### src/rtl/flash_cmd_sequencer_pkg.sv
`default_nettype none
// +----------------------------------------------------------------------+
// | flash_cmd_sequencer_pkg                                              |
// | State encoding, JEDEC command bytes and status bit positions.        |
// | Revision: 1.0                                                        |
// +----------------------------------------------------------------------+
package flash_cmd_sequencer_pkg;

    typedef enum logic [2:0] {
        ST_IDLE = 3'd0,
        ST_U1   = 3'd1,
        ST_U2   = 3'd2,
        ST_PROG = 3'd3,
        ST_E1   = 3'd4,
        ST_E2   = 3'd5,
        ST_E3   = 3'd6,
        ST_BUSY = 3'd7
    } state_t;

    localparam logic [7:0] c_CMD_AA = 8'hAA;
    localparam logic [7:0] c_CMD_55 = 8'h55;
    localparam logic [7:0] c_CMD_A0 = 8'hA0;
    localparam logic [7:0] c_CMD_80 = 8'h80;
    localparam logic [7:0] c_CMD_10 = 8'h10;
    localparam logic [7:0] c_CMD_30 = 8'h30;
    localparam logic [7:0] c_CMD_F0 = 8'hF0;

    localparam int c_STAT_BUSY  = 7;
    localparam int c_STAT_ERR   = 6;
    localparam int c_STAT_ERASE = 5;

endpackage
`default_nettype wire

### src/rtl/flash_cmd_sequencer_busy_timer.sv
`default_nettype none
// +----------------------------------------------------------------------+
// | flash_cmd_sequencer_busy_timer                                       |
// | Loadable down-counter that stops at zero and flags it.               |
// | Revision: 1.0                                                        |
// +----------------------------------------------------------------------+
module flash_cmd_sequencer_busy_timer #(
    parameter int TMR_W = 24
) (
    input  logic             m2,
    input  logic             reset_n,
    input  logic             load,
    input  logic [TMR_W-1:0] load_val,
    input  logic             dec,
    output logic             zero
);

    logic [TMR_W-1:0] r_count;

    always_ff @(posedge m2 or negedge reset_n) begin
        if (!reset_n) begin
            r_count <= '0;
        end else if (load) begin
            r_count <= load_val;
        end else if (dec && (r_count != '0)) begin
            r_count <= r_count - 1'b1;
        end
    end

    assign zero = (r_count == '0);

endmodule
`default_nettype wire

### src/rtl/flash_cmd_sequencer.sv
`default_nettype none
// +----------------------------------------------------------------------+
// | flash_cmd_sequencer                                                  |
// | Tracks JEDEC program/erase sequences and gates flash writes.         |
// | Revision: 1.0                                                        |
// +----------------------------------------------------------------------+
module flash_cmd_sequencer
    import flash_cmd_sequencer_pkg::*;
#(
    parameter logic [11:0] UNLOCK_ADDR1  = 12'hAAA,
    parameter logic [11:0] UNLOCK_ADDR2  = 12'h555,
    parameter int          PROG_CYCLES   = 24,
    parameter int          SECTOR_CYCLES = 600000,
    parameter int          CHIP_CYCLES   = 16000000,
    parameter int          TMR_W         = 24
) (
    input  logic        m2,
    input  logic        reset_n,
    input  logic        prg_write_enabled,
    input  logic        wr_strobe,
    input  logic [14:0] wr_addr,
    input  logic [7:0]  wr_data,
    output logic        we_allow,
    output logic        busy,
    output logic [7:0]  status
);

    localparam logic [TMR_W-1:0] c_PROG_LOAD   = TMR_W'(PROG_CYCLES - 1);
    localparam logic [TMR_W-1:0] c_SECTOR_LOAD = TMR_W'(SECTOR_CYCLES - 1);
    localparam logic [TMR_W-1:0] c_CHIP_LOAD   = TMR_W'(CHIP_CYCLES - 1);

    state_t           r_state;
    logic             r_err;
    logic             r_erase_op;
    logic             r_busy;
    logic             r_we_allow;

    logic             w_wr;
    logic             w_a1;
    logic             w_a2;
    logic             w_is_f0;
    logic             w_load;
    logic [TMR_W-1:0] w_load_val;
    logic             w_tmr_zero;
    logic             w_unused;

    assign w_wr     = wr_strobe & prg_write_enabled & (r_state != ST_BUSY);
    assign w_a1     = (wr_addr[11:0] == UNLOCK_ADDR1);
    assign w_a2     = (wr_addr[11:0] == UNLOCK_ADDR2);
    assign w_is_f0  = (wr_data == c_CMD_F0);
    assign w_unused = &{1'b0, wr_addr[14:12]};

    // F0 is a reset in every non-busy state, so it never starts a timer.
    always_comb begin
        w_load     = 1'b0;
        w_load_val = '0;
        if (w_wr && !w_is_f0) begin
            case (r_state)
                ST_PROG: begin
                    w_load     = 1'b1;
                    w_load_val = c_PROG_LOAD;
                end
                ST_E3: begin
                    if ((wr_data == c_CMD_10) && w_a1) begin
                        w_load     = 1'b1;
                        w_load_val = c_CHIP_LOAD;
                    end else if (wr_data == c_CMD_30) begin
                        w_load     = 1'b1;
                        w_load_val = c_SECTOR_LOAD;
                    end
                end
                default: ;
            endcase
        end
    end

    flash_cmd_sequencer_busy_timer #(
        .TMR_W (TMR_W)
    ) u_busy_timer (
        .m2       (m2),
        .reset_n  (reset_n),
        .load     (w_load),
        .load_val (w_load_val),
        .dec      (r_state == ST_BUSY),
        .zero     (w_tmr_zero)
    );

    always_ff @(posedge m2 or negedge reset_n) begin
        if (!reset_n) begin
            r_state    <= ST_IDLE;
            r_err      <= 1'b0;
            r_erase_op <= 1'b0;
            r_busy     <= 1'b0;
            r_we_allow <= 1'b0;
        end else begin
            r_we_allow <= prg_write_enabled & ~r_busy;
            if (r_state == ST_BUSY) begin
                if (wr_strobe) begin
                    r_err <= 1'b1;
                end
                if (w_tmr_zero) begin
                    r_state    <= ST_IDLE;
                    r_busy     <= 1'b0;
                    r_erase_op <= 1'b0;
                end
            end else if (w_wr) begin
                if (w_is_f0) begin
                    r_state <= ST_IDLE;
                    if (r_state == ST_IDLE) begin
                        r_err <= 1'b0;
                    end
                end else begin
                    case (r_state)
                        ST_IDLE: begin
                            if ((wr_data == c_CMD_AA) && w_a1) begin
                                r_state <= ST_U1;
                            end
                        end
                        ST_U1: begin
                            if ((wr_data == c_CMD_55) && w_a2) begin
                                r_state <= ST_U2;
                            end else begin
                                r_state <= ST_IDLE;
                                r_err   <= 1'b1;
                            end
                        end
                        ST_U2: begin
                            if ((wr_data == c_CMD_A0) && w_a1) begin
                                r_state <= ST_PROG;
                            end else if ((wr_data == c_CMD_80) && w_a1) begin
                                r_state <= ST_E1;
                            end else begin
                                r_state <= ST_IDLE;
                                r_err   <= 1'b1;
                            end
                        end
                        ST_PROG: begin
                            r_state    <= ST_BUSY;
                            r_busy     <= 1'b1;
                            r_erase_op <= 1'b0;
                        end
                        ST_E1: begin
                            if ((wr_data == c_CMD_AA) && w_a1) begin
                                r_state <= ST_E2;
                            end else begin
                                r_state <= ST_IDLE;
                                r_err   <= 1'b1;
                            end
                        end
                        ST_E2: begin
                            if ((wr_data == c_CMD_55) && w_a2) begin
                                r_state <= ST_E3;
                            end else begin
                                r_state <= ST_IDLE;
                                r_err   <= 1'b1;
                            end
                        end
                        ST_E3: begin
                            if (w_load) begin
                                r_state    <= ST_BUSY;
                                r_busy     <= 1'b1;
                                r_erase_op <= 1'b1;
                            end else begin
                                r_state <= ST_IDLE;
                                r_err   <= 1'b1;
                            end
                        end
                        default: r_state <= ST_IDLE;
                    endcase
                end
            end
        end
    end

    assign we_allow = r_we_allow;
    assign busy     = r_busy;
    assign status   = {r_busy, r_err, r_erase_op, 2'b00, r_state};

endmodule
`default_nettype wire

### config.mk
export PLATFORM = sky130hd
export DESIGN_NAME = flash_cmd_sequencer
export DESIGN_NICKNAME = d
export VERILOG_FILES = /design/src/rtl/flash_cmd_sequencer_pkg.sv /design/src/rtl/flash_cmd_sequencer_busy_timer.sv /design/src/rtl/flash_cmd_sequencer.sv
export SDC_FILE = /design/constraint.sdc
export NUM_CORES = 1
export LEC_CHECK = 0
export ABC_AREA = 1
export CAP_MARGIN = 20
export CELL_PAD_IN_SITES_DETAIL_PLACEMENT = 1
export CELL_PAD_IN_SITES_GLOBAL_PLACEMENT = 2
export CORE_MARGIN = 2
export CORE_UTILIZATION = 26
export CTS_CLUSTER_DIAMETER = 50
export DETAILED_ROUTE_END_ITERATION = 6
export GPL_ROUTABILITY_DRIVEN = 0
export PLACE_DENSITY_LB_ADDON = 0.1
export SYNTH_ARGS = -nofsm -noshare
export SYNTH_HDL_FRONTEND = slang
export SYNTH_SLANG_ARGS = --single-unit
### constraint.sdc
create_clock -name m2 -period 1.8 [get_ports m2]
set_clock_uncertainty 0.1 [all_clocks]
set_input_delay 0.36 -clock m2 [delete_from_list [all_inputs] [get_ports m2]]
set_output_delay 0.36 -clock m2 [all_outputs]
set_load 0.02 [all_outputs]
After elaboration in Yosys (flattened, before gate mapping)
Index checks and enable logic that the tools add are counted.

storage, ports and cells
  flip-flop bits (word level) = 31
  bits in latches = 0
  RAM bits = 0
  ROM bits = 0
  bits of input ports = 27
  output and inout bits = 10
  memories = 0

cells by class
  add/subtract/negate cells = 1
  multiply operators = 0
  div/mod/pow operators = 0
  order comparisons = 0
  eq/ne operators = 28
  shifts and indexed selects = 0
  mux-type cells = 43
  bitwise logic cells = 4
  reduce and logical (&&, ||, !) cells = 19

operators with widths
  cell                                                                      count
  24-bit 2-to-1 mux                                                         4
  24-bit one-hot mux with 2 select lines                                    1
  8-bit == test (second input constant)                                     4
  3-bit 2-to-1 mux                                                          10
  24-bit zero test                                                          1
  24-bit nonzero test                                                       1
  24-bit by 1-bit subtractor with 24-bit output (second input constant)     1
  1-bit 2-to-1 mux                                                          21
  3-bit one-hot mux with 7 select lines                                     1
  20-bit 2-to-1 mux                                                         1
  4-bit by 3-bit inequality test with 1-bit output (second input constant)  4
  12-bit by 11-bit == test with 1-bit output (second input constant)        1
  12-bit == test (second input constant)                                    1
  3-bit == test (second input constant)                                     4
  9-bit AND reduction                                                       1
  8-bit by 5-bit == test with 1-bit output (second input constant)          1
  8-bit by 6-bit == test with 1-bit output (second input constant)          1
  8-bit by 7-bit == test with 1-bit output (second input constant)          1
  1-bit logical AND                                                         7
  3-bit by 2-bit == test with 1-bit output (second input constant)          2
  3-bit by 1-bit inequality test with 1-bit output (second input constant)  2
  1-bit one-hot mux with 2 select lines                                     3
  6-bit nonzero test                                                        1
  5-bit AND reduction                                                       1
  other kinds (16)                                                          20

Longest topological paths before layout
  depth after elaboration = 10
  mapped depth = 14
  gate-level depth less buffers = 13

Cells and area by module
From an unflattened synthesis, not the netlist that was laid out.

second synthesis, totals
  cells, all modules = 475
  area, all modules = 2894.0 um^2

by module, submodules not included
  module                          instances  cells an instance  area an instance (um^2)  seq. area each (um^2)
  flash_cmd_sequencer_busy_timer  1          288                1869.3                   600.6
  flash_cmd_sequencer             1          187                1024.7                   175.2

Least setup slack after synthesis
No wires, ideal clock.

  path type = reg-to-reg
  start point = reg u_busy_timer.r_count[0]
  end point = reg u_busy_timer.r_count[11]
  library setup time = 0.123 ns
  arrival time = 1.584 ns
  required time = 1.577 ns
  setup slack = -0.006 ns
  stages on the path, launching flop included = 11
  path through = dfrtp_1 inv_1 ha_1 nand2_1 nor3_4 nand3_2 nand2_4 inv_2 nand2_1 xor2_1 nor2_1

on the way
  word-level cells in the longest chain between the ends = 3
  elaborated cells on any way between the ends = 6

RTL lines
  element                                                                               RTL line                                                                    text
  start, declared                                                                       flash_cmd_sequencer_busy_timer.sv:18                                        logic [TMR_W-1:0] r_count;
  start signal, assigned                                                                flash_cmd_sequencer_busy_timer.sv:24                                        r_count <= load_val;
  start signal, assigned                                                                flash_cmd_sequencer_busy_timer.sv:26                                        r_count <= r_count - 1'b1;
  24-bit by 1-bit subtractor with 24-bit output or 24-bit nonzero test (tied branches)  flash_cmd_sequencer_busy_timer.sv:26, flash_cmd_sequencer_busy_timer.sv:25
  24-bit 2-to-1 mux or 1-bit logical AND (tied branches)                                flash_cmd_sequencer_busy_timer.sv:25                                        end else if (dec && (r_count != '0)) begin
  24-bit 2-to-1 mux or 2-bit nonzero test (tied branches)                               --

Several ways; a longest one is shown, not always the timed one. The select of a mux whose other input is x is not followed.
A chain may end at the register's enable or synchronous reset.

Worst setup path after layout
  start point = reg u_busy_timer.r_count[4]
  end point = reg r_erase_op

on the way
  word-level cells in the longest chain between the ends = 3

RTL lines
  element                          RTL line                              text
  24-bit zero test                 flash_cmd_sequencer_busy_timer.sv:30  assign zero = (r_count == '0);
  2-bit inequality test (no line)  --
  5-bit AND reduction (no line)    --
  end signal, assigned             flash_cmd_sequencer.sv:92             r_erase_op <= 1'b0;
  end signal, assigned             flash_cmd_sequencer.sv:104            r_erase_op <= 1'b0;
  end signal, assigned             flash_cmd_sequencer.sv:140            r_erase_op <= 1'b0;
  end, declared                    flash_cmd_sequencer.sv:34             logic r_erase_op;

No other way between the ends.

==> results.ini <==
[setup_path]
r2r_cells=9
start_kind=flip-flop
worst-path-max-fanout=6
r2r_end=r_erase_op
cp.required_ps=1890
path_class=reg2reg
r2r_slack_ps=-7
cp.arrival_ps=1890
end_kind=flip-flop
r2r-start=u_busy_timer.r_count[4]

[logic_synthesis]
synth-simple-area-share=0.492
syn_area_um2=2540
synthXorXnorAreaFrac=0.0585
synth_mux_area_frac=0
synth_area_leader_cell=dfrtp_1
synthAdderAreaFrac=0.00492
synthesis.instances=403
avgSynthCellArea_um2=6.31
synth_compound_gate_area_share=0.0433
synth-seq-cells=31
synth_top_family_by_area=simple AND/OR/NAND/NOR gates
yosysWarningCount=0
netlist_top_cells_area=dfrtp_1 (30%), nand2_1 (20%), nor2_1 (11%), nand3_1 (7.1%), inv_1 (5.3%)
synth_top_area_frac=0.305
synth_seq_area_share=0.305
ys_types=30

[routing]
first_pass_iters=4
post_drt_via_cell_ratio=4.45
drc=0
ant_nets=0
drtIter0Drc=69
vias=3028
wl_per_cell_um=13.9
finalWirelength_um=9430

[die]
die_x_um=103
io-pin-count=37
die_area_um2=10600
placementRows=36
start_util=0.264
die_h_um=103
core_um2=9640

[cts]
clock_sinks=31
clock-root-buffer=clkbuf_8
cts_tree=done
cts_made_buffers=5
clk_path_buf_depth=2
clk_pin_slew_worst_paths_ps=80
ctsHtreeMaxLevel=2
worstSkewPairLatency_ps=300

[finish]
areaGrowthSynthToFinish_pct=75.7
ff_latch_area_um2=781
drive_gt1_frac=0.446
nets=574
multiInputGateArea_um2=1980
fillCellCount=1235
antenna_cells=0

[timing]
finalMaxSlewViolations=0
whs_ps=369
post-route-period-util=1.00
period_minus_slack_ps=1810
rsz0062_at_grt=yes
fmax_mhz=554
setup_viol=2
final_hold_viol_count=0
timing.final.ws_setup_ps=-6.59

[hold_path]
holdCritPathClass=reg2reg
hold_path_depth=2
hold_end=r_err
min_from=r_err

[global_route]
grt_pass1_wl_um=14900
grt_max_degree=32
grt_pass1_vias=3032
grt_use_total=0.181
antenna_found_initial=0
grt_remaining_overflow=0

[power]
p_int_mw=1.39
clkPwrFrac=0.385
ir_worst_vdd_mv=0.375
leakage_nw=2.34
p_switching_mw=0.574
power.density_nw_per_um2=440
power.share.combinational=0.239
p_sw_frac=0.292
p_seq_frac=0.375

[placed_design]
port-buffer-count=31
dp_slack_ps=-530
dp_hpwl_um=7080

[status]
violations=negative setup slack
status=complete, but fails checks

[run]
drv_cap=0

-- power groups by stage --
stage,combinational [mW],clock (mW),sequential (mW)
after floorplan,0.173,0,0.766
after global placement,0.401,0,0.750
after detailed placement,0.403,0,0.750
after CTS,0.402,0.781,0.737
after global routing,0.524,0.815,0.742
final,0.471,0.758,0.739
-- worst max-delay path: stages, from the launching register on --
cell and delay, ps:
dfrtp_1 440, nor2_2 180, nand2_4 80, nor3_4 190
nand3_2 130, nand2_4 180, nand2_1 70, nand3b_1 200
nand2_1 80, nand2_1 40
-- registers in the layout, indices dropped and copies added, names as in the netlist --
signal                count
we_allow                  1
busy                      1
r_err                     1
r_state                   3
r_erase_op                1
u_busy_timer.r_count     24
-- layer usage --
metal	routed length (um)	part of all wire	GRT usage
met2	4680	0.50	0.296
met1	4470	0.47	0.256
met3	186	0.020	0.0244
met5	0	0	0
met4	89	0.0094	0.0364
-- synth_stat cells (all sizes together) --
| cell type | n |
|---|---|
| ha | 1 |
| o21bai | 1 |
| o211ai | 2 |
| buf | 10 |
| nor3 | 8 |
| nand3 | 38 |
| xnor2 | 7 |
| o21ai | 11 |
| inv | 40 |
| nand3b | 3 |
| or2 | 2 |
| nor2 | 83 |
| nand4 | 6 |
| conb | 1 |
| a21oi | 4 |
| dfrtp | 31 |
| nand2 | 143 |
| xor2 | 10 |
| a31oi | 2 |
-- layout by cell type (no fill, tap or decap), drive strengths merged --
master / n
nand2: 143
buf: 114
nor2: 83
inv: 40
nand3: 38
dfrtp: 31
dlymetal6s2s: 12
o21ai: 11
xor2: 10
dlygate4sd2: 10
nor3: 8
clkdlybuf4s50: 7
xnor2: 7
nand4: 6
clkbuf: 6
a21oi: 4
nand3b: 3
or2: 2
a31oi: 2
o211ai: 2
conb: 2
clkdlybuf4s15: 2
o21bai: 1
ha: 1
bufinv: 1
clkinv: 1
-- how the worst max path moves through the flow --
stage | start | endpoint | slack (ps) | cells after the start
2_1_floorplan | u_busy_timer.r_count[0] | u_busy_timer.r_count[11] | 10 | 10
3_3_place_gp | wr_data[4] | busy | -470 | 12
5_1_grt | u_busy_timer.r_count[4] | u_busy_timer.r_count[14] | -130 | 9
6_report | u_busy_timer.r_count[4] | r_erase_op | -7 | 9
3_5_place_dp | wr_data[0] | u_busy_timer.r_count[17] | -530 | 11
4_1_cts | wr_addr[11] | r_erase_op | -70 | 12
-- area by class of cell --
| cell class | count | area share |
|---|---|---|
| Multi-Input combinational cell | 323 | 0.443 |
| Clock inverter | 2 | 0.00783 |
| Timing Repair Buffer | 145 | 0.282 |
| Clock buffer | 6 | 0.0185 |
| Sequential cell | 31 | 0.175 |
| Inverter | 40 | 0.0364 |
| Tap cell | 133 | 0.0372 |
-- logic make-up (layout without fill, tap and decap cells) --
family | count (synthesis) | in the layout
buffers and inverters | 50 | 193
other | 1 | 2
AND/OR/NAND/NOR | 283 | 283
adder cells (fa/ha/maj) | 1 | 1
AO/OA/AOI/OAI | 20 | 20
XOR/XNOR | 17 | 17
flip-flops | 31 | 31
-- stage by stage --
stage | TNS, ps | cell area (um^2) | total power, mW | instances | utilization
global placement | -11930 | 3620 | 1.15 | 645 | 0.375
floorplan | 0 | 2550 | 0.939 | 404 | -
finish | -8.40 | 4470 | 1.97 | 680 | 0.464
detailed placement | -13130 | 3620 | 1.15 | 645 | 0.375
CTS | -307 | 3860 | 1.92 | 660 | 0.400
global route | -2150 | 4470 | 2.08 | 680 | 0.464
-- what timing repair did --
action                                  CTS  global route
resized for setup                        36           138
pin swaps                                12            57
hold buffers                              0             0
buffers inserted                          8            21
gates cloned                              0             0
endpoints found under the setup margin   32            32
Note: power is estimated with default switching activity, not from simulation.
